## config.mk

```make
export PLATFORM = sky130hd
export DESIGN_NAME = multimode_ff_bank
export DESIGN_NICKNAME = d
export VERILOG_FILES = /design/src/rtl/ff_pkg.sv /design/src/rtl/ff_next_cell.sv /design/src/rtl/multimode_ff_bank.sv
export SDC_FILE = /design/constraint.sdc
export NUM_CORES = 1
export LEC_CHECK = 0
export CORE_MARGIN = 2
export CORE_UTILIZATION = 35
export DETAILED_ROUTE_END_ITERATION = 6
export HOLD_SLACK_MARGIN = 0.15
export PLACE_DENSITY = 0.67
export SETUP_SLACK_MARGIN = 0.05
export SLEW_MARGIN = 20
export SYNTH_ARGS = -nofsm -noshare
export SYNTH_HDL_FRONTEND = slang
export SYNTH_SLANG_ARGS = --single-unit
export TNS_END_PERCENT = 20
```

## constraint.sdc

```tcl
create_clock -name CLK -period 2.7 [get_ports CLK]
set_clock_uncertainty 0.1 [all_clocks]
set_input_delay 0.54 -clock CLK [delete_from_list [all_inputs] [get_ports CLK]]
set_output_delay 0.54 -clock CLK [all_outputs]
set_load 0.02 [all_outputs]
```

## src/rtl/ff_pkg.sv

```systemverilog
// Shared constants for the multimode flip-flop bank.
//   MODE_*  : run-time flip-flop behaviour select (2 bits)
//   SR_*    : S=R=1 conflict resolution policy in SR mode
package ff_pkg;

    localparam logic [1:0] MODE_SR = 2'b00;
    localparam logic [1:0] MODE_JK = 2'b01;
    localparam logic [1:0] MODE_D  = 2'b10;
    localparam logic [1:0] MODE_T  = 2'b11;

    localparam logic [1:0] SR_HOLD = 2'd0;
    localparam logic [1:0] SR_SET  = 2'd1;
    localparam logic [1:0] SR_CLR  = 2'd2;

endpackage

```

## src/rtl/ff_next_cell.sv

```systemverilog
// Single-bit next-state function for the multimode flip-flop bank.
// Purely combinational.
//   mode    : SR / JK / D / T select
//   a, b    : S/J/D/T and R/K inputs (b unused in D and T modes)
//   q       : current stored bit
//   policy  : SR conflict policy (hold / set / clear)
//   q_next  : value to store at the next enabled edge
//   illegal : S=R=1 seen in SR mode
module ff_next_cell
    import ff_pkg::*;
(
    input  logic [1:0] mode,
    input  logic       a,
    input  logic       b,
    input  logic       q,
    input  logic [1:0] policy,
    output logic       q_next,
    output logic       illegal
);

    always_comb begin
        q_next  = q;
        illegal = 1'b0;
        case (mode)
            MODE_SR: begin
                case ({a, b})
                    2'b10: q_next = 1'b1;
                    2'b01: q_next = 1'b0;
                    2'b11: begin
                        // Flag is raised whatever the policy decides for q.
                        illegal = 1'b1;
                        case (policy)
                            SR_SET:  q_next = 1'b1;
                            SR_CLR:  q_next = 1'b0;
                            default: q_next = q;
                        endcase
                    end
                    default: q_next = q;
                endcase
            end
            MODE_JK: begin
                case ({a, b})
                    2'b10:   q_next = 1'b1;
                    2'b01:   q_next = 1'b0;
                    2'b11:   q_next = ~q;
                    default: q_next = q;
                endcase
            end
            MODE_D:  q_next = a;
            default: q_next = q ^ a;
        endcase
    end

endmodule

```

## src/rtl/multimode_ff_bank.sv

```systemverilog
// WIDTH-bit register bank whose bits act as SR, JK, D or T flip-flops,
// selected at run time by MODE, with clock enable, reset value, SR
// conflict policy, per-bit illegal flags and a sticky error bit.
//   CLK, RST_N : clock, async active-low reset
//   EN         : clock enable (0 = hold everything except ERR clear)
//   MODE       : 00 SR, 01 JK, 10 D, 11 T
//   A, B       : per-bit S/J/D/T and R/K inputs
//   ERR_CLR    : synchronous clear of ERR (wins over a new event)
//   Q, Q_bar   : registered state and its inverse
//   ILLEGAL    : per-bit S=R=1 flag from the last enabled edge
//   ERR        : sticky OR of illegal events
module multimode_ff_bank
    import ff_pkg::*;
#(
    parameter int               WIDTH     = 8,
    parameter logic [WIDTH-1:0] RESET_VAL = {WIDTH{1'b0}},
    parameter int               SR_POLICY = 0
) (
    input  logic             CLK,
    input  logic             RST_N,
    input  logic             EN,
    input  logic [1:0]       MODE,
    input  logic [WIDTH-1:0] A,
    input  logic [WIDTH-1:0] B,
    input  logic             ERR_CLR,
    output logic [WIDTH-1:0] Q,
    output logic [WIDTH-1:0] Q_bar,
    output logic [WIDTH-1:0] ILLEGAL,
    output logic             ERR
);

    generate
        if (WIDTH < 1) begin : g_bad_width
            $error("multimode_ff_bank: WIDTH must be at least 1");
        end
    endgenerate

    // Policy 3 (and anything else unknown) falls back to hold.
    localparam logic [1:0] POLICY = (SR_POLICY == 1) ? SR_SET :
                                    (SR_POLICY == 2) ? SR_CLR : SR_HOLD;

    logic [WIDTH-1:0] q_q, q_d;
    logic [WIDTH-1:0] illegal_q, illegal_d;
    logic             err_q, err_d;
    logic [WIDTH-1:0] cell_q_next;
    logic [WIDTH-1:0] cell_illegal;

    for (genvar i = 0; i < WIDTH; i++) begin : g_cell
        ff_next_cell u_cell (
            .mode    (MODE),
            .a       (A[i]),
            .b       (B[i]),
            .q       (q_q[i]),
            .policy  (POLICY),
            .q_next  (cell_q_next[i]),
            .illegal (cell_illegal[i])
        );
    end

    always_comb begin
        q_d       = q_q;
        illegal_d = illegal_q;
        err_d     = err_q;
        if (EN) begin
            q_d       = cell_q_next;
            illegal_d = cell_illegal;
        end
        if (ERR_CLR) begin
            err_d = 1'b0;
        end else if (EN) begin
            err_d = err_q | (|cell_illegal);
        end
    end

    always_ff @(posedge CLK or negedge RST_N) begin
        if (!RST_N) begin
            q_q       <= RESET_VAL;
            illegal_q <= '0;
            err_q     <= 1'b0;
        end else begin
            q_q       <= q_d;
            illegal_q <= illegal_d;
            err_q     <= err_d;
        end
    end

    assign Q       = q_q;
    assign Q_bar   = ~q_q;
    assign ILLEGAL = illegal_q;
    assign ERR     = err_q;

endmodule
```

==> results of run 1 <==
[flip-flops by register name (all words and copies together) (netlist names)]
name     flops
Q            8
ERR          1
ILLEGAL      8
[cells by family after synthesis]
family	after synthesis
AOI/OAI and AO/OA	53
buffers and inverters	41
DFF	17
and+or+nand+nor	41
[worst max path at each step]
stage / from / to / cells after the start
floorplan: EN / Q[1]$_DFFE_PN0P_ / 5
global placement: MODE[1] / Q[7]$_DFFE_PN0P_ / 3
detailed placement: MODE[1] / Q[7]$_DFFE_PN0P_ / 3
CTS: Q[7]$_DFFE_PN0P_ / Q_bar[7] / 2
global route: Q[1]$_DFFE_PN0P_ / Q_bar[1] / 2
finish: Q[7]$_DFFE_PN0P_ / Q_bar[7] / 2
[layer usage]
metal / global-route usage, % / wire length, um
met5: 0 / 0
met4: 3.33 / 17
met2: 29.7 / 1550
met1: 20.1 / 1370
met3: 3.78 / 120
[worst min-delay path: cells and delay by family (launching register included)]
kind,cells,cell delay (ps)
buf+inv,1,50
compound gates,1,60
flops,1,390
[where the power goes]
group	switching [mW]	total, mW	internal (mW)
logic	0.183	0.358	0.175
registers	0.0425	0.327	0.285
clock network	0.0815	0.139	0.0574
total	0.307	0.824	0.517
[per-stage QoR]
step	worst slack (ps)	instance area (um^2)
floorplan	1280	1190
global placement	598	1610
detailed placement	576	1610
CTS	561	1630
global route	507	1630
finish	588	1630
[layout by cell type, fill, tap and decap left out, drive strengths merged]
cell and n:
and3 1, a221o 2, a22o 1, nor3b 6, nand3b 3, nor2 1
o22ai 7, clkbuf 4, o32ai 2, nand2 20, dfrtp 17, nand3 2
inv 23, clkdlybuf4s50 46, nand4 8, buf 3, a221oi 1, a22oi 2
a21oi 14, o311ai 6, o21ai 18
[cell type report]
cell class	instances	share of cell area [%]
clock buffers	4	1.61
inverters	23	5.28
multi-input cells	94	34.0
repair buffers	49	29.6
well taps	46	3.52
flip-flops and latches	17	26.0
==> run summary, run 1 <==
run status - finished clean
final hold slack - 432 ps
die height - 62.4 um
final core occ - 49.4%
Worst-Margin Slew - 646 ps
Fillers - 354
Max Slew Vio Count - 0
# diodes - 0
Netlist cell types - 24
vias per cell - 5.19
number of global-route vias before repair - 1195
largest family of logic cells by synthesized area - compound AO/OA/AOI/OAI gates
critical path class - reg -> out
clk sinks - 17
largest net degree at the start of global routing - 44
area occupied by registers - 425 um^2
Worst-Skew Late Latency - 290 ps
WHS Endpoint - ILLEGAL[3]$_DFFE_PN0P_
hold_sp - ILLEGAL[3]$_DFFE_PN0P_
syn_nets - 174
setup_tns - 0 ps
syn avg cell area - 7.85 um^2
total number of H-tree levels - 1
biggest area consumer among synthesized cells - dfrtp_1
Gate Count Post-Synth - 152
Synth Area in Adders - 0%
Routed Antenna Nets - 0
width of the die - 62.4 um
IO Port Bufs - 46
Worst Path Buf+Inv - 2
Slowest-stage cell, CP - clkdlybuf4s50_1
max-cap viol count - 0
Synth top area share - 35.6%
reg2reg path depth - 4
post-synthesis compound-gate area fraction - 27.9%
Worst R2R Start - Q[7]$_DFFE_PN0P_
Post-DP HPWL - 2200 um
reg2reg end - Q[7]$_DFFE_PN0P_
CP Launch Type - flip-flop
worst path required time - 2060 ps
DRT Wirelength - 3050 um
FFs w/ async S/R, synth - 100%
wire length of the first global-routing pass - 5320 um
maximum VDD drop - 0.318 mV
Post-synth EDFFs - 0
drt pass-1 iters - 4
FMAX - 474 MHz
layout cells sized above 1 - 4.81%
DR vias - 1210
post-synthesis sequential area ratio - 35.6%
pwr dens - 504 nW/um^2
synthesis-stage register bit count - 17
num ports - 47
Clock Tree Root - clkbuf_4
Post-CTS Setup Inserts - 0
gr ovfl total - 0
Nets - 210
initial antenna violation count - 0
critical path endpoint category - output port
P&R area growth vs syn - 36.9%
Min-Delay Path Depth - 2
drc violations - 0
fin cells - 233
First DRT Iteration DRCs - 40
Final min period - 2110 ps
initial core utilization - 36.1%
final count of negative-setup-slack endpoints - 0
mux cell area share after synthesis - 0%
max incr delay on CP - 620 ps
CTS buffer count - 3
Inst Count DP - 229
CP delay by family, top - buffers and inverters
Post-Synth XOR/XNOR Area - 0%
Area contributors post-synth - dfrtp_1 (36%), inv_1 (7.2%), buf_4 (6.3%)
Clk pin slew, worst setup/hold paths - 100 ps
CP cell instances - inv_1 > clkdlybuf4s50_1
r2r setup slk - 1530 ps
max_slew headroom - 56.8%
critical path arrival - 1470 ps
CTS tree - built
Final Cycle Share - 78.2%
Yosys Warn Count - 0
most frequent cell after synthesis - inv_1
multi-input combinational cell area - 556 um^2
list of most frequent post-synthesis cells - inv_1 (23), nand2_1 (19), dfrtp_1 (17), o21ai_0 (15), a21oi_1 (14)
area of the die - 3890 um^2
gp weighted congestion - 0.682
row cnt - 21
RSZ-0062 raised after global routing - no
total track usage - 16.5%
Leak - 0.657 nW
Clock Tree Buf Depth - 2
Tot Pwr - 0.824 mW
CP max FO - 4
worst min path class - reg -> reg
Hold Fails Final Rpt - 0
Core ar. - 3310 um^2
Synth Flop Type - dfrtp_1
# hold bufs at CTS - 0
synthesized-area fraction occupied by and/or/nand/nor cells - 18.7%
average wire per standard cell - 13.1 um
Mapped Area - 1190 um^2
CTS-repair resized insts - 0
Note: power is estimated with default switching activity, not from simulation.
==> run 2, diff against run 1 <==
clock period = 2 ns   (was 2.7 ns; I/O delays follow)
==> run summary, run 2 (synthesis gave the netlist of run 1 again) <==
initial antenna violation count - 0 (unchanged)
drt pass-1 iters - 6 (+2)
gr ovfl total - 0 (unchanged)
critical path class - reg -> out
DRT Wirelength - 3160 um (+3.6%)
commonest cells after routing, fill and taps aside - clkdlybuf4s50_1 (36), inv_1 (23), nand2_1 (19)
reg2reg end - Q[1]$_DFFE_PN0P_
CTS buffer count - 3 (unchanged)
largest net degree at the start of global routing - 44 (unchanged)
worst path required time - 1500 ps (-560 ps)
Hold Fails Final Rpt - 0 (unchanged)
number of global-route vias before repair - 1168 (-2.3%)
Nets - 211 (+0.48%)
Worst R2R Start - Q[1]$_DFFE_PN0P_
row cnt - 21 (unchanged)
DR vias - 1185 (-2.1%)
P&R area growth vs syn - 41.4%
Post-CTS Setup Inserts - 0 (unchanged)
maximum VDD drop - 0.254 mV (-20%)
First DRT Iteration DRCs - 66 (+65%)
# diodes - 0 (unchanged)
r2r setup slk - 810 ps (-720 ps)
Routed Antenna Nets - 0 (unchanged)
# hold bufs at CTS - 0 (unchanged)
Inst Count DP - 230 (+0.44%)
die height - 62.4 um (unchanged)
critical path endpoint category - output port
initial core utilization - 36.1% (unchanged)
max-cap viol count - 0 (unchanged)
final count of negative-setup-slack endpoints - 0 (unchanged)
Max Slew Vio Count - 0 (unchanged)
number of cells on the critical path - 1 (-1)
Setup crit start - Q[6]$_DFFE_PN0P_
sw power - 0.420 mW (+37%)
clock share of power - 17.6% (+0.7 points)
max_slew headroom - 79.3% (+23 points)
CTS tree - built
clk sinks - 17 (unchanged)
gp weighted congestion - 0.728 (+6.7%)
CP delay by family, top - buffers and inverters
Internal Pwr Total - 0.694 mW (+34%)
critical path arrival - 1370 ps (-100 ps)
run status - finished clean
reg2reg path depth - 4 (unchanged)
Clock Tree Buf Depth - 2 (unchanged)
CP Launch Type - flip-flop
Core ar. - 3310 um^2 (unchanged)
Worst Path Buf+Inv - 1 (-1)
Clock Tree Root - clkbuf_4
total number of H-tree levels - 1 (unchanged)
average wire per standard cell - 13.5 um (+3.2%)
Final Cycle Share - 93.7%
vias per cell - 5.06 (-2.5%)
fin cells - 234 (+0.43%)
commonest non-fill, non-tap cell in the layout - clkdlybuf4s50_1
CP cell instances - clkdlybuf4s50_1
switching share of power - 37.7% (+0.47 points)
Logic pwr share - 43.1% (-0.3 points)
Final min period - 1870 ps
CP max FO - 6 (+2)
wire length of the first global-routing pass - 5400 um (+1.4%)
FMAX - 533 MHz
Setup crit end - Q[6]
Worst-Margin Slew - 310 ps (-337 ps)
layout cells sized above 1 - 5.32% (+0.51 points)
worst min path class - in -> async
Clk pin slew, worst setup/hold paths - 110 ps (about the same)
width of the die - 62.4 um (unchanged)
final hold slack - 323 ps (-109 ps)
Leak - 0.760 nW (+16%)
Worst-Skew Late Latency - 290 ps (about the same)
Slowest-stage cell, CP - clkdlybuf4s50_1
max incr delay on CP - 640 ps (+20 ps)
IO Port Bufs - 46 (unchanged)
pwr dens - 660 nW/um^2 (+31%)
num ports - 47 (unchanged)
drc violations - 0 (unchanged)
RSZ-0062 raised after global routing - no
setup_tns - 0 ps (unchanged)
Fillers - 342 (-3.4%)
Post-DP HPWL - 2260 um (+2.9%)
sequential power share - 39.3% (-0.4 points)
total track usage - 17.0% (+0.54 points)
area of the die - 3890 um^2 (unchanged)
## run 2: cell types whose count changed in the layout (fill, tap and decap cells not counted), sizes merged
cell           before  now
buf                 3    4
clkdlybuf4s50      46   36
dlygate4sd2         0    1
dlymetal6s2s        0    9
## run 2: stage by stage
| stage | cell area (um^2) | setup slack [ps] | power, mW | utilization, % |
|---|---|---|---|---|
| global route | 1690 | 65.6 | 1.19 | 51.0 |
| finish | 1690 | 125 | 1.11 | 51.0 |
| floorplan | 1190 | 722 | 0.734 | - |
| detailed placement | 1640 | 172 | 0.940 | 49.5 |
| CTS | 1670 | 9.39 | 1.14 | 50.3 |
| global placement | 1640 | 235 | 0.921 | 49.5 |
## run 2: layout make-up
cell class	instances	area, um^2	area share (%)
Timing Repair Buffer	50	537	31.8
Multi-Input combinational cell	94	556	32.9
Tap cell	46	57.6	3.41
Sequential cell	17	425	25.2
Clock buffer	4	26.3	1.56
Inverter	23	86.3	5.11
## run 2: layer usage
metal,vias to the layer above,part of all wire (%),wire length [um],global-route usage [%]
li1,603,-,-,-
met1,555,46,1470,22.3
met2,25,50,1570,28.9
met3,2,3.3,103,2.70
met4,0,0.63,20,5.28
met5,-,0,0,0
## run 2: repair_timing
item | CTS | global route
setup endpoints to repair | 2 | 9
hold endpoints to repair | 0 | 0
resized for setup | 1 | 9
pin swaps | 0 | 0
## run 2: power groups by stage
stage / Combinational (mW) / Sequential, mW / Clock (mW)
after global placement: 0.482 / 0.439 / 0
after detailed placement: 0.496 / 0.444 / 0
final: 0.481 / 0.438 / 0.196
after global routing: 0.523 / 0.448 / 0.219
after floorplan: 0.294 / 0.440 / 0
after CTS: 0.495 / 0.438 / 0.206
## run 2: worst min-delay path by stage
stage	from	endpoint	slack, ps	depth (start not counted)
2_1_floorplan	RST_N	ERR$_DFFE_PN0P_	4	0
3_3_place_gp	ILLEGAL[0]$_DFFE_PN0P_	ILLEGAL[0]$_DFFE_PN0P_	410	2
3_5_place_dp	ILLEGAL[1]$_DFFE_PN0P_	ILLEGAL[1]$_DFFE_PN0P_	420	2
4_1_cts	RST_N	Q[0]$_DFFE_PN0P_	330	2
5_1_grt	RST_N	Q[0]$_DFFE_PN0P_	340	2
6_report	RST_N	Q[0]$_DFFE_PN0P_	320	2
